===== config.mk =====
export PLATFORM = sky130hd
export DESIGN_NAME = topk_insertion_sorter_flat
export DESIGN_NICKNAME = d
export VERILOG_FILES = /design/src/rtl/topk_insertion_sorter_if.sv /design/src/rtl/topk_insertion_sorter.sv /design/src/flat_wrapper.sv
export SDC_FILE = /design/constraint.sdc
export NUM_CORES = 1
export LEC_CHECK = 0
export BUFFER_PORTS_ARGS = -buffer_cell sky130_fd_sc_hd__buf_2
export CAP_MARGIN = 40
export CORE_ASPECT_RATIO = 0.7
export CORE_MARGIN = 3
export CORE_UTILIZATION = 58
export DETAILED_ROUTE_END_ITERATION = 10
export PLACE_DENSITY = 0.79
export REMOVE_ABC_BUFFERS = 1
export SYNTH_ARGS = -nofsm -noshare
export SYNTH_HDL_FRONTEND = slang
export SYNTH_SLANG_ARGS = --single-unit

===== constraint.sdc =====
create_clock -name clk -period 7.55 [get_ports clk]
set_clock_uncertainty 0.15 [all_clocks]
set_input_delay 0.3775 -clock clk [delete_from_list [all_inputs] [get_ports clk]]
set_output_delay 0.3775 -clock clk [all_outputs]
set_load 0.03 [all_outputs]

===== src/rtl/topk_insertion_sorter_if.sv =====
// rtl/topk_insertion_sorter_if.sv - sample input stream into the top-K sorter
interface topk_insertion_sorter_if #(
    parameter int DIST_W  = 18,
    parameter int CLASS_W = 2
);
    logic               in_valid;
    logic               in_ready;
    logic [DIST_W-1:0]  in_dist;
    logic [CLASS_W-1:0] in_class;
    logic               in_last;

    modport master (
        output in_valid, in_dist, in_class, in_last,
        input  in_ready
    );

    modport slave (
        input  in_valid, in_dist, in_class, in_last,
        output in_ready
    );
endinterface


===== src/rtl/topk_insertion_sorter.sv =====
// rtl/topk_insertion_sorter.sv - streaming top-K smallest-distance selector feeding the voter
// Optional: define TOPK_SAMPLE_COUNT_EN to add the saturating per-frame sample_count output.
module topk_insertion_sorter #(
    parameter int K       = 5,
    parameter int DIST_W  = 18,
    parameter int CLASS_W = 2,
    parameter int ENTRY_W = DIST_W + CLASS_W
) (
    input  logic                   clk,
    input  logic                   rst,
    topk_insertion_sorter_if.slave s_in,
    output logic [K*ENTRY_W-1:0]   sorted_list,
    output logic                   out_valid,
`ifdef TOPK_SAMPLE_COUNT_EN
    output logic [15:0]            sample_count,
`endif
    output logic [2:0]             fill_count
);
    typedef enum logic [1:0] {IDLE, ACCUM, DONE} state_t;

    state_t state_q, state_d;
    logic   ready_q;
    logic   accept;

    logic [DIST_W-1:0]  dist_q [K];
    logic [CLASS_W-1:0] cls_q  [K];
    logic [K-1:0]       vld_q;

    logic [DIST_W-1:0]  ins_dist [K];
    logic [CLASS_W-1:0] ins_cls  [K];
    logic [K-1:0]       ins_vld;
    logic [K-1:0]       take;
    logic [K*ENTRY_W-1:0] ins_packed;
    logic [2:0]         ins_fill;

    assign s_in.in_ready = ready_q && (state_q != DONE);
    assign accept        = s_in.in_valid && s_in.in_ready;

    always_ff @(posedge clk or negedge rst) begin
        if (!rst) state_q <= IDLE;
        else      state_q <= state_d;
    end

    always_comb begin
        state_d = state_q;
        case (state_q)
            IDLE:    if (accept) state_d = s_in.in_last ? DONE : ACCUM;
            ACCUM:   if (accept && s_in.in_last) state_d = DONE;
            DONE:    state_d = IDLE;
            default: state_d = IDLE;
        endcase
    end

    // Slots are contiguous and ascending, so take[] is monotonic: the first set bit
    // is the insertion point and every later slot shifts down one rank.
    always_comb begin
        take       = '0;
        ins_packed = '0;
        ins_fill   = '0;
        for (int i = 0; i < K; i++) begin
            take[i] = !vld_q[i] || (dist_q[i] > s_in.in_dist);
        end
        ins_dist[0] = take[0] ? s_in.in_dist  : dist_q[0];
        ins_cls[0]  = take[0] ? s_in.in_class : cls_q[0];
        ins_vld[0]  = take[0] ? 1'b1          : vld_q[0];
        for (int i = 1; i < K; i++) begin
            if (take[i-1]) begin
                ins_dist[i] = dist_q[i-1];
                ins_cls[i]  = cls_q[i-1];
                ins_vld[i]  = vld_q[i-1];
            end else if (take[i]) begin
                ins_dist[i] = s_in.in_dist;
                ins_cls[i]  = s_in.in_class;
                ins_vld[i]  = 1'b1;
            end else begin
                ins_dist[i] = dist_q[i];
                ins_cls[i]  = cls_q[i];
                ins_vld[i]  = vld_q[i];
            end
        end
        for (int i = 0; i < K; i++) begin
            ins_packed[i*ENTRY_W +: ENTRY_W] = {ins_dist[i], ins_cls[i]};
            ins_fill = ins_fill + 3'(ins_vld[i]);
        end
    end

    always_ff @(posedge clk or negedge rst) begin
        if (!rst) begin
            ready_q <= 1'b0;
            vld_q   <= '0;
            for (int i = 0; i < K; i++) begin
                dist_q[i] <= '0;
                cls_q[i]  <= '0;
            end
        end else begin
            ready_q <= 1'b1;
            if (state_q == DONE) begin
                vld_q <= '0;
                for (int i = 0; i < K; i++) begin
                    dist_q[i] <= '0;
                    cls_q[i]  <= '0;
                end
            end else if (accept) begin
                vld_q <= ins_vld;
                for (int i = 0; i < K; i++) begin
                    dist_q[i] <= ins_dist[i];
                    cls_q[i]  <= ins_cls[i];
                end
            end
        end
    end

    // Result is captured from the post-insertion view on the last-sample edge so it
    // is already stable during the single DONE cycle in which out_valid is high.
    always_ff @(posedge clk or negedge rst) begin
        if (!rst) begin
            sorted_list <= '0;
            fill_count  <= '0;
            out_valid   <= 1'b0;
        end else begin
            out_valid <= accept && s_in.in_last;
            if (accept && s_in.in_last) begin
                sorted_list <= ins_packed;
                fill_count  <= ins_fill;
            end
        end
    end

`ifdef TOPK_SAMPLE_COUNT_EN
    logic [15:0] cnt_q;
    logic [15:0] cnt_inc;

    assign cnt_inc = (cnt_q == 16'hFFFF) ? cnt_q : cnt_q + 16'd1;

    always_ff @(posedge clk or negedge rst) begin
        if (!rst) begin
            cnt_q        <= '0;
            sample_count <= '0;
        end else begin
            if (state_q == DONE) cnt_q <= '0;
            else if (accept)     cnt_q <= cnt_inc;
            if (accept && s_in.in_last) sample_count <= cnt_inc;
        end
    end
`endif
endmodule


===== src/flat_wrapper.sv =====
// flat-port wrapper written by rule: the top's interface ports become plain ports
module topk_insertion_sorter_flat 
#(
    parameter int K       = 5,
    parameter int DIST_W  = 18,
    parameter int CLASS_W = 2,
    parameter int ENTRY_W = DIST_W + CLASS_W
)
  (clk, rst, sorted_list, out_valid, fill_count, s_in_in_valid, s_in_in_dist, s_in_in_class, s_in_in_last, s_in_in_ready);
  topk_insertion_sorter_if #(.DIST_W(DIST_W), .CLASS_W(CLASS_W)) s_in_i ();
  input  logic clk;
  input  logic rst;
  output logic [K*ENTRY_W-1:0] sorted_list;
  output logic out_valid;
  output logic [2:0] fill_count;
  input wire logic [$bits(s_in_i.in_valid)-1:0] s_in_in_valid;
  input wire logic [$bits(s_in_i.in_dist)-1:0] s_in_in_dist;
  input wire logic [$bits(s_in_i.in_class)-1:0] s_in_in_class;
  input wire logic [$bits(s_in_i.in_last)-1:0] s_in_in_last;
  output wire logic [$bits(s_in_i.in_ready)-1:0] s_in_in_ready;
  assign s_in_i.in_valid = s_in_in_valid;
  assign s_in_i.in_dist = s_in_in_dist;
  assign s_in_i.in_class = s_in_in_class;
  assign s_in_i.in_last = s_in_in_last;
  assign s_in_in_ready = s_in_i.in_ready;
  topk_insertion_sorter #(.K(K), .DIST_W(DIST_W), .CLASS_W(CLASS_W), .ENTRY_W(ENTRY_W)) u_core (.clk(clk), .rst(rst), .s_in(s_in_i), .sorted_list(sorted_list), .out_valid(out_valid), .fill_count(fill_count));
endmodule

### Yosys cells after proc, flatten, opt, wreduce, memory -nomap -nowiden

Cells that the tools add are included.

* register bits: 212
* input bits: 24
* output and inout port bits: 105

* add/subtract/negate cells: 4
* $lt $le $gt $ge: 5
* equal/unequal tests: 5
* muxes and demuxes: 37
* reductions and logical operators: 16

Operators with widths (number)
* 90-bit two-way mux: 2
* 18-bit two-way mux: 9
* 18-bit > comparator: 5
* 2-bit two-way mux: 12
* 10-bit two-way mux: 2
* 5-bit two-way mux: 2
* 3-bit by 1-bit adder with 3-bit output: 3
* 1-bit two-way mux: 9
* 1-bit logical NOT: 5
* 1-bit logical OR: 5
* 2-bit by 1-bit != test with 1-bit output, second input constant: 2
* 2-bit one-hot mux with 2 select lines: 1
* 1-bit logical AND: 3
* 1-bit by 1-bit adder with 2-bit output: 1
* 2-bit by 1-bit equality test with 1-bit output, second input constant: 1
* 2-bit equality test, second input constant: 1
* 2-bit logical NOT: 1
* 2-bit != test, second input constant: 1
* 2-bit AND reduction: 1
* 2-bit nonzero test: 1

### Depth between registers and ports, before layout

Gate-level depths: netlist of the first run.

* depth after elaboration: 8
* depth in mapped cells: 11
* gate-level depth less buffers: 9

### Least setup slack after synthesis of the first run

OpenSTA, ideal clock, no wires.

* path kind: input-to-reg
* start: input s_in_in_dist[7]
* end: register u_core.sorted_list[20]
* library setup time: 0.125 ns
* data arrival time: 2.395 ns
* data required time: 7.275 ns
* setup slack: 4.880 ns
* stages: 10
* cells stage by stage: inv_1 > ha_1 > a21oi_2 > o21ai_1 > a22o_1 > or4_4 > buf_6 > a32oi_1 > mux2i_1 > mux2_2

* cells in the longest elaborated chain, start to end: 4
* elaborated cells between the ends (all ways): 6
* those cells by class: 2 x order compare; 2 x mux; 2 x reduce/logical

Ends and longest elaborated chain
* start, declared: line flat_wrapper.sv:17 `input wire logic [$bits(s_in_i.in_dist)-1:0] s_in_in_dist;`
* 18-bit > comparator: line topk_insertion_sorter.sv:61 `take[i] = !vld_q[i] || (dist_q[i] > s_in.in_dist);`
* 1-bit logical OR: line topk_insertion_sorter.sv:61
* 2-bit two-way mux: line topk_insertion_sorter.sv:71 `end else if (take[i]) begin`
* 2-bit two-way mux *: line topk_insertion_sorter.sv:67 `if (take[i-1]) begin`
* end signal, assigned: line topk_insertion_sorter.sv:123 `sorted_list <= ins_packed;`
* end, declared: line topk_insertion_sorter.sv:12 `output logic [K*ENTRY_W-1:0] sorted_list,`

Mark *: on every way between the ends. The rest lies on a longest branch, timed or not.
A chain may end at the register's enable or synchronous reset.

### Worst setup path in the final report of the first run

* start: register u_core.dist_q[88] in the netlist's numbering
* end: register u_core.dist_q[74] in the netlist's numbering

* cells in the longest elaborated chain, start to end: 5

Ends and longest elaborated chain
* start, declared: line topk_insertion_sorter.sv:25 `logic [DIST_W-1:0] dist_q [K];`
* start signal, assigned by index: line topk_insertion_sorter.sv:106 `dist_q[i] <= ins_dist[i];`
* 18-bit > comparator: line topk_insertion_sorter.sv:61
* 1-bit logical OR: line topk_insertion_sorter.sv:61
* 18-bit two-way mux: line topk_insertion_sorter.sv:63 `ins_dist[0] = take[0] ? s_in.in_dist : dist_q[0];`
* 90-bit two-way mux: line topk_insertion_sorter.sv:103 `end else if (accept) begin`
* 90-bit two-way mux: line topk_insertion_sorter.sv:97 `if (state_q == DONE) begin`

Every way passes these cells. The select of a mux whose other input is x is not followed.

==> impl_summary.txt, run 1 <==
----------------------------------------------------
[Timing]
  Count of endpoints failing setup in the final report ... 0
  Worst slew slack as a fraction of its limit ... between 30% and 40%
  Final period demand of the worst path ... approximately 4 ns
  Unrepaired setup endpoints after global routing ... false
  Fraction of the cycle the final worst path needs ... a little over half
  Worst slew pin tran ... ~0.93 ns
  Max-slew violation count ... 0
  Number of hold violations in the final report ... 0
  Maximum operating frequency ... 0.2534 GHz
  Final hold slack ... 0.04435 ns
  Final-layout setup total negative slack ... 0 ns

[Clock network]
  H-tree depth ... 1
  Clock tree from TritonCTS ... done
  Max Root-Sink Buffers ... 3
  Post-CTS Setup Repair Bufs ... 0
  Reg clk slew, reported paths ... roughly 0.060 ns
  Clock buffers created by TritonCTS ... 21
  Clock sink total ... 212
  Cell at the root of the clock tree ... sky130_fd_sc_hd__clkbuf_16
  Insertion delay to the later sink of the worst-skew pair ... 0.51 ns
  Number of gates resized after cts ... 0

[Job]
  Maximum Capacitance Violations ... 0

[Routing]
  Number of design rule violations left after detail routing ... 0
  Vias ... between 9000 and 10000
  DRT iter0 DRCs ... about 1100
  Antenna viol nets, final ... 0
  Per-cell via count in the routed design ... 6.713
  Detailed-route wire length ... about 37000 um
  Average routed wire per standard cell ... 24.55 um
  Drt pass-1 iters ... 5

[Global route]
  Total global routing track utilization ... about a third
  Initial antenna violation count ... 0
  Pin count of the biggest net entering global routing ... 64
  Remaining Overflow, GRT ... 0
  Global-route wire length before repair ... between 50000 and 60000 um
  Via count of the first global-routing pass ... a little under 10000

[Setup path]
  Reg2reg setup slack ... approximately 3.6 ns
  Worst Setup End Kind ... flip-flop
  Critical path destination ... u_core.dist_q[74]
  Family with the most delay on the worst path ... simple AND/OR/NAND/NOR gates
  Worst Path Buf+Inv ... 1
  Worst reg2reg startpoint ... u_core.dist_q[88]
  Crit-path slowest cell ... sky130_fd_sc_hd__a21o_1
  Crit. path cell count ... 9
  Crit path DAT ... between 4 and 5 ns
  Cell Chain, Critical Path ... ha_1, nand4_1, nor3_1, nand4_1, o311ai_0, and3_2, buf_4, a21o_1, a22o_1
  Logic depth of the worst register-to-register path ... 9
  Start point of the critical path ... u_core.dist_q[88]
  Crit Path Max Fanout ... 28
  Worst path most repeated cell ... sky130_fd_sc_hd__nand4_1
  Longest individual stage delay on the worst path ... between 0.8 and 0.9 ns
  Category of the critical setup timing path ... flip-flop to flip-flop
  Req. time, crit path ... 7.84 ns
  Critical Path Start Type ... flip-flop
  Endpoint of the worst-slack reg-to-reg timing path ... u_core.dist_q[74]

[Final layout]
  Share of final-layout standard cells stronger than drive strength 1 ... between 20% and 30%
  Area delta synth->final ... 14.36%
  Fill count ... 1542
  Total inserted antenna cells ... 0
  Nets@finish ... between 1000 and 1500

[Run status]
  Outcome ... completed

[Logic synthesis]
  Total of flip-flops plus latches after synthesis ... between 200 and 250
  Top cells by count, synth ... sky130_fd_sc_hd__dfrtp_1, sky130_fd_sc_hd__ha_1, sky130_fd_sc_hd__mux2i_1
  Average size of a mapped cell ... about 11 um2
  Largest area contributor in the synthesized netlist ... sky130_fd_sc_hd__dfrtp_1
  YS warnings ... 0
  Most instantiated library cell after synthesis ... sky130_fd_sc_hd__dfrtp_1
  Post-synthesis instance area ... 11890 um2
  Asr flop ratio synth ... 100.0%
  Synth top area share ... 44.61%
  Seq/Total Area, Yosys ... 44.61%
  Count of flip-flops with a built-in enable after synthesis ... 0
  Flip-flop cell with the highest count after synthesis ... sky130_fd_sc_hd__dfrtp_1
  Main area contributors after synthesis ... sky130_fd_sc_hd__dfrtp_1, sky130_fd_sc_hd__ha_1, sky130_fd_sc_hd__mux2i_1, sky130_fd_sc_hd__a221o_1, sky130_fd_sc_hd__a22o_1
  Post-Syn Instances ... 1101
  Synth cell types ... 51

[Die]
  Total Die Area ... around 22000 um2
  Initial standard-cell utilization of the core ... just under 60%
  Die X-Extent ... ~180 um
  Core area ... 19960 um2
  I/O Pins ... about 130
  Row Count ... 43
  Vert. Die Dim ... 125.8 um

[Hold path]
  Path category of the worst min-delay check ... input pin to flip-flop

[Power and ir drop]
  Leakage power ... a little over 7 nW
  Power density over cell area ... just under 400 nW/um2
  Peak supply drop ... 0.2768 mV

[Placement]
  # port buffers ... approximately 130
  HPWL Detailed ... between 20000 and 25000 um
  Last weighted congestion value of the routability-driven placer ... 0.9705

----------------------------------------------------
-- power by group --
part | total [mW] | internal [mW] | leakage, nW | switching (mW)
clock | 1.09 | 0.637 | 0.352 | 0.451
sequential | 1.98 | 1.56 | 2.78 | 0.423
combinational | 2.18 | 0.844 | 3.96 | 1.34
-- worst min-delay path by stage --
stage                          start                     end  slack (ns)  cells after the start
floorplan                        rst         u_core.cls_q[0]       -0.07                      0
global route        s_in_in_class[0]         u_core.cls_q[8]        0.05                      2
finish              s_in_in_dist[16]       u_core.dist_q[88]        0.04                      2
CTS                 s_in_in_dist[16]       u_core.dist_q[88]        0.04                      2
detailed placement               rst  u_core.sorted_list[26]        0.21                      1
global placement                 rst  u_core.sorted_list[26]        0.21                      1
-- area by class of cell --
cell class	count	area, um2	area share (%)
Inverter	52	195.2	1.435
Multi-Input combinational cell	760	6067	44.61
Tap cell	270	337.8	2.484
Clock buffer	29	615.6	4.526
Sequential cell	212	5305	39.01
Timing Repair Buffer	159	991.0	7.286
Clock inverter	7	88.84	0.6532
-- cell families (layout without fill, tap and decap cells) --
family / Yosys count / count (layout) / synth area share [%]
flops: 212 / 212 / 44.61
mux: 119 / 119 / 10.44
fa+ha+maj: 94 / 94 / 10.02
other cells: 1 / 2 / 0.03153
simple gates: 206 / 206 / 8.606
compound gates: 339 / 339 / 21.58
buf+inv: 130 / 247 / 4.724
-- per-layer routing --
metal / vias to the layer above / track usage [%] / part of all wire (%)
li1: 4378 / - / -
met1: 5045 / 49.15 / 45
met2: 510 / 48.16 / 43
met3: 62 / 7.203 / 9.5
met4: 0 / 8.403 / 2.5
met5: - / 0 / 0
-- cells in the final DEF (no fill, tap or decap), types with 3 or more instances in the layout --
cell type and n:
sky130_fd_sc_hd__and2_1 4, sky130_fd_sc_hd__nor3_1 6, sky130_fd_sc_hd__a21o_1 26, sky130_fd_sc_hd__and2_0 19, sky130_fd_sc_hd__mux2i_1 79, sky130_fd_sc_hd__clkbuf_8 6, sky130_fd_sc_hd__clkinv_2 4, sky130_fd_sc_hd__a32oi_1 20
sky130_fd_sc_hd__buf_16 3, sky130_fd_sc_hd__nand2b_1 5, sky130_fd_sc_hd__buf_4 21, sky130_fd_sc_hd__nand2_1 52, sky130_fd_sc_hd__o21ai_0 71, sky130_fd_sc_hd__nor2_1 55, sky130_fd_sc_hd__buf_8 7, sky130_fd_sc_hd__a22o_1 62
sky130_fd_sc_hd__ha_1 92, sky130_fd_sc_hd__nand3_1 11, sky130_fd_sc_hd__a221o_1 60, sky130_fd_sc_hd__a21oi_1 33, sky130_fd_sc_hd__nand4_1 20, sky130_fd_sc_hd__a21boi_0 4, sky130_fd_sc_hd__dfrtp_1 212, sky130_fd_sc_hd__clkbuf_16 21
sky130_fd_sc_hd__and3_1 21, sky130_fd_sc_hd__o21ai_1 4, sky130_fd_sc_hd__a22oi_1 43, sky130_fd_sc_hd__buf_2 127, sky130_fd_sc_hd__mux2_2 38, sky130_fd_sc_hd__inv_1 51
-- sequential cells by signal (all words and copies together), names as in the netlist --
name	count
u_core.cls_q	10
u_core.out_valid	1
u_core.dist_q	90
u_core.vld_q	5
u_core.ready_q	1
u_core.sorted_list	100
u_core.fill_count	3
u_core.state_q	2
-- stage by stage --
| step | cells | util [%] | power [mW] | worst slack [ns] | cell area, um2 |
|---|---|---|---|---|---|
| after floorplan | 1024 | - | 3.362 | 2.440 | 11530 |
| after global placement | 1442 | 63.66 | 4.052 | 3.570 | 12710 |
| after detailed placement | 1452 | 64.56 | 4.131 | 3.474 | 12890 |
| after CTS | 1489 | 68.14 | 5.223 | 3.711 | 13600 |
| after global routing | 1489 | 68.14 | 5.511 | 3.491 | 13600 |
| final | 1489 | 68.14 | 5.249 | 3.604 | 13600 |
-- repair_timing --
item | CTS | global route
endpoints found under the setup margin | 0 | 0
hold endpoints to repair | 61 | 0
hold buffers | 1 | 0
Power figures use the tool's default switching activity.
==> run 2, diff against run 1 <==
--- a/config.mk
+++ b/config.mk
@@ -9,9 +9,9 @@
 export CAP_MARGIN = 40
 export CORE_ASPECT_RATIO = 0.7
 export CORE_MARGIN = 3
-export CORE_UTILIZATION = 58
+export CORE_UTILIZATION = 54
 export DETAILED_ROUTE_END_ITERATION = 10
-export PLACE_DENSITY = 0.79
+export PLACE_DENSITY = 0.77
 export REMOVE_ABC_BUFFERS = 1
 export SYNTH_ARGS = -nofsm -noshare
 export SYNTH_HDL_FRONTEND = slang
==> constraint.sdc (replaced) <==
create_clock -name clk -period 3.45 [get_ports clk]
set_clock_uncertainty 0.15 [all_clocks]
set_input_delay 0.1725 -clock clk [delete_from_list [all_inputs] [get_ports clk]]
set_output_delay 0.1725 -clock clk [all_outputs]
set_load 0.03 [all_outputs]
==> impl_summary.txt, run 2 (same netlist as run 1, synthesis figures left out) <==
----------------------------------------------------
[Setup path]
  Category of the critical setup timing path ... input pin to flip-flop
  Worst reg2reg startpoint ... u_core.dist_q[71]
  Logic depth of the worst register-to-register path ... 9 (unchanged)
  Req. time, crit path ... 3.67 ns (-4.17 ns)
  Cell Chain, Critical Path ... dlygate4sd3_1, buf_2, inv_1, ha_1, a21oi_2, o21ai_1, a22o_1, or4_4, nand2_1, nor2_1, buf_4, a221o_1
  Crit path DAT ... 3.55 ns (-0.68 ns)
  Crit Path Max Fanout ... 21 (-25%)
  Critical Path Start Type ... input pin
  Worst Setup End Kind ... flip-flop
  Crit-path slowest cell ... sky130_fd_sc_hd__or4_4
  Endpoint of the worst-slack reg-to-reg timing path ... u_core.dist_q[41]
  Reg2reg setup slack ... 0.21 ns (-3.39 ns)
  Longest individual stage delay on the worst path ... 0.75 ns (-0.07 ns)

[Hold path]
  Hold Path Sink ... u_core.sorted_list[21]
  Path category of the worst min-delay check ... input pin to flip-flop
  Worst Hold Depth ... 4 (+2)
  Launch instance of the worst min-delay path ... s_in_in_last

[Power and ir drop]
  Leakage power ... 7.307 nW (+3.1%)
  Peak supply drop ... 0.5817 mV (+110%)
  Total chip power ... 11.63 mW (+120%)
  Power density over cell area ... 827.8 nW/um2 (+110%)

[Routing]
  Per-cell via count in the routed design ... 6.638 (-1.1%)
  Detailed-route wire length ... 38870 um (+6.3%)
  Number of design rule violations left after detail routing ... 0 (unchanged)
  DRT iter0 DRCs ... 1080 (-1.4%)
  Average routed wire per standard cell ... 25.19 um (+2.6%)
  Vias ... 10240 (+2.5%)
  Antenna viol nets, final ... 0 (unchanged)
  Drt pass-1 iters ... 5 (unchanged)

[Run status]
  Outcome ... completed

[Global route]
  Remaining Overflow, GRT ... 0 (unchanged)
  Global-route wire length before repair ... 59170 um (+4.1%)
  Pin count of the biggest net entering global routing ... 107 (+67%)
  Via count of the first global-routing pass ... 9977 (+1.6%)
  Initial antenna violation count ... 0 (unchanged)
  Total global routing track utilization ... 32.32% (-0.34 points)

[Clock network]
  Cell at the root of the clock tree ... sky130_fd_sc_hd__clkbuf_16
  Reg clk slew, reported paths ... 0.06 ns (about the same)
  H-tree depth ... 1 (unchanged)
  Clock sink total ... 212 (unchanged)
  Post-CTS Setup Repair Bufs ... 0 (unchanged)
  Insertion delay to the later sink of the worst-skew pair ... 0.51 ns (about the same)
  Clock buffers created by TritonCTS ... 21 (unchanged)
  Max Root-Sink Buffers ... 3 (unchanged)
  Clock tree from TritonCTS ... done

[Final layout]
  Reg with most FFs ... u_core.sorted_list
  Area of all sequential standard cells ... 5305 um2 (unchanged)
  Most frequent cells in the layout ... sky130_fd_sc_hd__dfrtp_1, sky130_fd_sc_hd__buf_2, sky130_fd_sc_hd__ha_1
  Total inserted antenna cells ... 0 (unchanged)
  Registers with the most flip-flops ... u_core.sorted_list (100), u_core.dist_q (90), u_core.cls_q (10)
  Nets@finish ... 1375 (+3.9%)
  Final cell utilization of the core ... 66.26% (-1.9 points)
  Area delta synth->final ... 18.10%
  Fill count ... 1639 (+6.3%)
  Flip-flop count of the largest register, all copies and words added ... 100 (unchanged)
  Area of all placed cells without fillers ... 14040 um2 (+3.3%)
  Post-Layout Cell Count ... 1543 (+3.6%)
  Most frequent standard cell in the layout excluding fill and tap cells ... sky130_fd_sc_hd__dfrtp_1
  Total area of multi-input combinational cells ... 6066 um2 (about the same)
  Share of final-layout standard cells stronger than drive strength 1 ... 21.55% (+1.4 points)

[Timing]
  Fraction of the cycle the final worst path needs ... a little under 100%
  Worst slew slack as a fraction of its limit ... 45.94% (+8.2 points)
  Worst slew pin tran ... 0.8108 ns (-0.1228 ns)
  Worst Slack Setup Final ... 0.1241 ns (-3.480 ns)
  Maximum operating frequency ... about 0.30 GHz
  Final hold slack ... 0.03778 ns (-0.006572 ns)
  Max-slew violation count ... 0 (unchanged)
  Final period demand of the worst path ... around 3.3 ns
  Number of hold violations in the final report ... 0 (unchanged)
  Count of endpoints failing setup in the final report ... 0 (unchanged)
  Final-layout setup total negative slack ... 0 ns (unchanged)

[Die]
  I/O Pins ... 129 (unchanged)
  Core area ... 21200 um2 (+6.2%)
  Total Die Area ... 23870 um2 (+7.1%)
  Row Count ... 44 (+2.3%)
  Vert. Die Dim ... 130.2 um (+3.5%)
  Die X-Extent ... 183.4 um (+3.5%)
  Initial standard-cell utilization of the core ... 56.11% (-3.5 points)

[Placement]
  Last weighted congestion value of the routability-driven placer ... 1.005 (+3.5%)
  Area after detailed placement ... 13140 um2 (+2.0%)
  DP Worst Slack ... 0.2338 ns (-3.240 ns)
  HPWL Detailed ... 26280 um (+6.0%)
  Cell count after placement ... 1488 (+2.5%)
  # port buffers ... 128 (unchanged)

[Job]
  Maximum Capacitance Violations ... 0 (unchanged)

----------------------------------------------------
-- run 2: layout make-up --
class                   count  share of cell area (%)
inverters                  52                   1.390
repair buffers            210                   10.39
clock buffers              26                   4.018
well taps                 276                   2.459
multi-input cells         760                   43.19
clock inverters             7                  0.7840
flip-flops and latches    212                   37.77
-- run 2: worst max-delay path: cells and delay by family --
family | cells | cell delay [ns]
buffers and inverters | 4 | 1.08
AOI/OAI and AO/OA | 4 | 0.89
and+or+nand+nor | 3 | 1.04
adders and majority gates | 1 | 0.35
-- run 2: how the worst max path moves through the flow --
stage                             end         startpoint  slack (ns)
2_1_floorplan  u_core.sorted_list[40]  u_core.state_q[0]       -1.66
3_5_place_dp        u_core.dist_q[53]    s_in_in_dist[7]        0.23
6_report            u_core.dist_q[41]    s_in_in_dist[7]        0.12
4_1_cts             u_core.dist_q[53]    s_in_in_dist[7]        0.21
3_3_place_gp        u_core.dist_q[42]    s_in_in_dist[7]        0.27
5_1_grt        u_core.sorted_list[49]   s_in_in_dist[16]       -0.02
-- run 2: what timing repair did --
action                                  in CTS  in global routing
gates resized for setup                      0                  1
endpoints found under the setup margin       0                 18
endpoints found under the hold margin      166                  0
hold buffers                                22                  0
-- run 2: per-layer routing --
metal	vias to the layer above	share of wire [%]	GRT usage [%]
met5	-	0	0
met4	0	3.3	9.937
met3	71	9.9	8.136
met2	558	42	47.95
met1	5142	44	47.04
li1	4471	-	-
-- run 2: report_power, final --
| part | switching [mW] | total [mW] | leakage, nW | internal [mW] |
|---|---|---|---|---|
| Sequential | 0.949 | 4.35 | 2.78 | 3.40 |
| Clock | 0.972 | 2.35 | 0.335 | 1.37 |
| Combinational | 2.98 | 4.93 | 4.20 | 1.94 |
==> run 3, diff against run 2 <==
--- a/config.mk
+++ b/config.mk
@@ -10,6 +10,7 @@
 export CORE_ASPECT_RATIO = 0.7
 export CORE_MARGIN = 3
 export CORE_UTILIZATION = 54
+export CTS_BUF_LIST = sky130_fd_sc_hd__clkbuf_16
 export DETAILED_ROUTE_END_ITERATION = 10
 export PLACE_DENSITY = 0.77
 export REMOVE_ABC_BUFFERS = 1
==> constraint.sdc (replaced) <==
create_clock -name clk -period 2.7 [get_ports clk]
set_clock_uncertainty 0.15 [all_clocks]
set_input_delay 0.135 -clock clk [delete_from_list [all_inputs] [get_ports clk]]
set_output_delay 0.135 -clock clk [all_outputs]
set_load 0.03 [all_outputs]
==> impl_summary.txt, run 3 (same netlist as run 1, synthesis figures left out) <==
----------------------------------------------------
[Setup path]
  Crit-path slowest cell ... sky130_fd_sc_hd__o21ai_0
  Crit Path Max Fanout ... 8 (-62%)
  Cell Chain, Critical Path ... ha_1, buf_4, nand2_1, o21ai_0, nand2b_1, a31oi_4, buf_12, mux2i_4, nor2_1, a221o_1
  Category of the critical setup timing path ... flip-flop to flip-flop
  Req. time, crit path ... 2.95 ns (-0.72 ns)
  Longest individual stage delay on the worst path ... 0.43 ns (-0.32 ns)
  Critical Path Start Type ... flip-flop
  Crit path DAT ... 3.35 ns (-0.20 ns)
  Worst Setup End Kind ... flip-flop

[Clock network]
  Clock buffers created by TritonCTS ... 22 (+4.8%)
  H-tree depth ... 1 (unchanged)
  Cell at the root of the clock tree ... sky130_fd_sc_hd__clkbuf_16
  Clock sink total ... 212 (unchanged)
  Max Root-Sink Buffers ... 3 (unchanged)
  Reg clk slew, reported paths ... 0.06 ns (about the same)
  Insertion delay to the later sink of the worst-skew pair ... 0.54 ns (+0.03 ns)
  Clock tree from TritonCTS ... done

[Final layout]
  Fill count ... 1129 (-31%)
  Reg with most FFs ... u_core.sorted_list
  Area of all placed cells without fillers ... 17230 um2 (+23%)
  Area of all sequential standard cells ... 5310 um2 (about the same)
  Total area of multi-input combinational cells ... 7446 um2 (+23%)
  Most frequent standard cell in the layout excluding fill and tap cells ... sky130_fd_sc_hd__dfrtp_1
  Flip-flop count of the largest register, all copies and words added ... 100 (unchanged)
  Area delta synth->final ... 44.89%
  Registers with the most flip-flops ... u_core.sorted_list (100), u_core.dist_q (90), u_core.cls_q (10)
  Nets@finish ... 1550 (+13%)
  Most frequent cells in the layout ... sky130_fd_sc_hd__dfrtp_1, sky130_fd_sc_hd__buf_4, sky130_fd_sc_hd__buf_2
  Share of final-layout standard cells stronger than drive strength 1 ... 42.28% (+21 points)

[Timing]
  Worst slew slack as a fraction of its limit ... 49.04% (+3.1 points)
  Maximum operating frequency ... 0.3220 GHz
  Worst Slack Setup Final ... -0.4052 ns (-0.5293 ns)
  Unrepaired setup endpoints after global routing ... true
  Count of endpoints failing setup in the final report ... 191 (+191)
  Max-slew violation count ... 0 (unchanged)
  Final period demand of the worst path ... 3.105 ns
  Number of hold violations in the final report ... 0 (unchanged)
  Fraction of the cycle the final worst path needs ... 115.0%
  Worst slew pin tran ... 0.7576 ns (-0.05326 ns)

[Placement]
  DP Worst Slack ... -0.4352 ns (-0.6690 ns)
  HPWL Detailed ... 28640 um (+9.0%)
  Area after detailed placement ... 14140 um2 (+7.6%)
  # port buffers ... 128 (unchanged)
  Last weighted congestion value of the routability-driven placer ... 0.9932 (-1.1%)

[Power and ir drop]
  Internal power consumption ... 10.14 mW (+51%)
  Power density over cell area ... 1035 nW/um2 (+25%)
  Switch share ... 43.17% (+1.0 points)
  Sequential Power Share ... 30.5% (-6.9 points)
  Total chip power ... 17.84 mW (+53%)
  Logic gate share of total power ... 53.4% (+11 points)
  Leakage power ... 8.449 nW (+16%)
  Power dissipated by switching net loads ... 7.702 mW (+57%)
  Peak supply drop ... 0.6997 mV (+20%)
  Share of power burned in the clock network ... 16.1% (-4.1 points)

[Die]
  Vert. Die Dim ... 130.2 um (unchanged)
  Initial standard-cell utilization of the core ... 56.11% (unchanged)
  Die X-Extent ... 183.4 um (unchanged)
  Row Count ... 44 (unchanged)
  I/O Pins ... 129 (unchanged)
  Core area ... 21200 um2 (unchanged)
  Total Die Area ... 23870 um2 (unchanged)

[Job]
  Maximum Capacitance Violations ... 0 (unchanged)

[Routing]
  Per-cell via count in the routed design ... 7.070 (+6.5%)
  DRT iter0 DRCs ... 1842 (+71%)
  Average routed wire per standard cell ... 29.20 um (+16%)
  Number of design rule violations left after detail routing ... 0 (unchanged)
  Drt pass-1 iters ... 7 (+2)
  Vias ... 12190 (+19%)
  Antenna viol nets, final ... 0 (unchanged)
  Detailed-route wire length ... 50330 um (+29%)

[Global route]
  Initial antenna violation count ... 1 (+1)
  Via count of the first global-routing pass ... 11200 (+12%)
  Pin count of the biggest net entering global routing ... 78 (-27%)
  Global-route wire length before repair ... 66370 um (+12%)
  Total global routing track utilization ... 36.12% (+3.8 points)
  Remaining Overflow, GRT ... 0 (unchanged)

[Hold path]
  Path category of the worst min-delay check ... input pin to asynchronous set/reset pin

[Run status]
  Violated checks ... setup timing
  Outcome ... complete, but fails checks

----------------------------------------------------
==> run 3: cell count changes in the layout (fill, tap and decap cells not counted), sizes merged <==
cell,delta
diode,+3
clkinv,+1
clkinvlp,+1
bufinv,-3
dlygate4sd3,+2
buf,+165
inv,+8
clkbuf,+4
==> run 3: layer usage <==
layer | global-route usage (%) | up-vias | wire, um
met1 | 50.88 | 5874 | 18790
met2 | 53.71 | 1155 | 20860
met5 | 0 | - | 0
met4 | 13.92 | 0 | 3648
met3 | 9.836 | 323 | 7033
li1 | - | 4836 | -
==> run 3: critical path, delay by kind of cell, from the launching register on <==
kind	cells	cell delay (ns)
compound gates	3	1.08
fa+ha+maj	1	0.32
buf+inv	2	0.36
flops	1	0.42
mux	1	0.28
simple gates	3	0.34
==> run 3: through the flow <==
step	utilization (%)	hold slack (ns)	TNS, ns	cells
2_1_floorplan	-	-0.3106	-305.13	1024
3_3_place_gp	66.71	0.02686	-39.21	1614
3_5_place_dp	66.71	0.02557	-47.90	1614
4_1_cts	74.24	0.005597	-12.08	1693
5_1_grt	81.26	0.07185	-52.35	1721
6_report	81.30	0.04009	-47.61	1724
==> run 3: final timing paths <==
check	end	start	cells after the start	slack (ns)
worst max-delay path	u_core.sorted_list[51]	u_core.dist_q[49]	10	-0.41
worst min-delay path	u_core.sorted_list[25]	rst	2	0.04
worst max register to register	u_core.sorted_list[51]	u_core.dist_q[49]	10	-0.41
worst min register to register	u_core.state_q[1]	u_core.state_q[1]	1	0.31
max in group asynchronous	u_core.sorted_list[10]	rst	3	1.47
min in group clk	u_core.state_q[1]	u_core.state_q[1]	1	0.31
==> run 3: layout make-up <==
cell class / instances / share of cell area (%)
timing repair buffer: 384 / 19.05
sequential: 212 / 30.82
antenna: 3 / 0.04357
clock inverter: 14 / 0.3994
multi-input combinational: 760 / 43.21
clock buffer: 23 / 3.340
tap: 276 / 2.004
inverter: 52 / 1.133
==> run 3: power by group through the flow <==
stage	Sequential, mW	Clock, mW	Combinational (mW)
final	5.44	2.88	9.52
after global routing	5.50	2.97	9.92
after CTS	5.23	2.85	7.82
after detailed placement	5.24	0	7.21
after global placement	5.21	0	7.05
after floorplan	6.47	0	2.93
==> run 3: timing repair <==
item / in CTS / in global routing
buffers inserted: 14 / 22
endpoints found under the setup margin: 200 / 200
endpoints found under the hold margin: 199 / 1
resized for setup: 125 / 255
hold buffers: 23 / 1
pin swaps: 47 / 101
gates cloned: 5 / 7
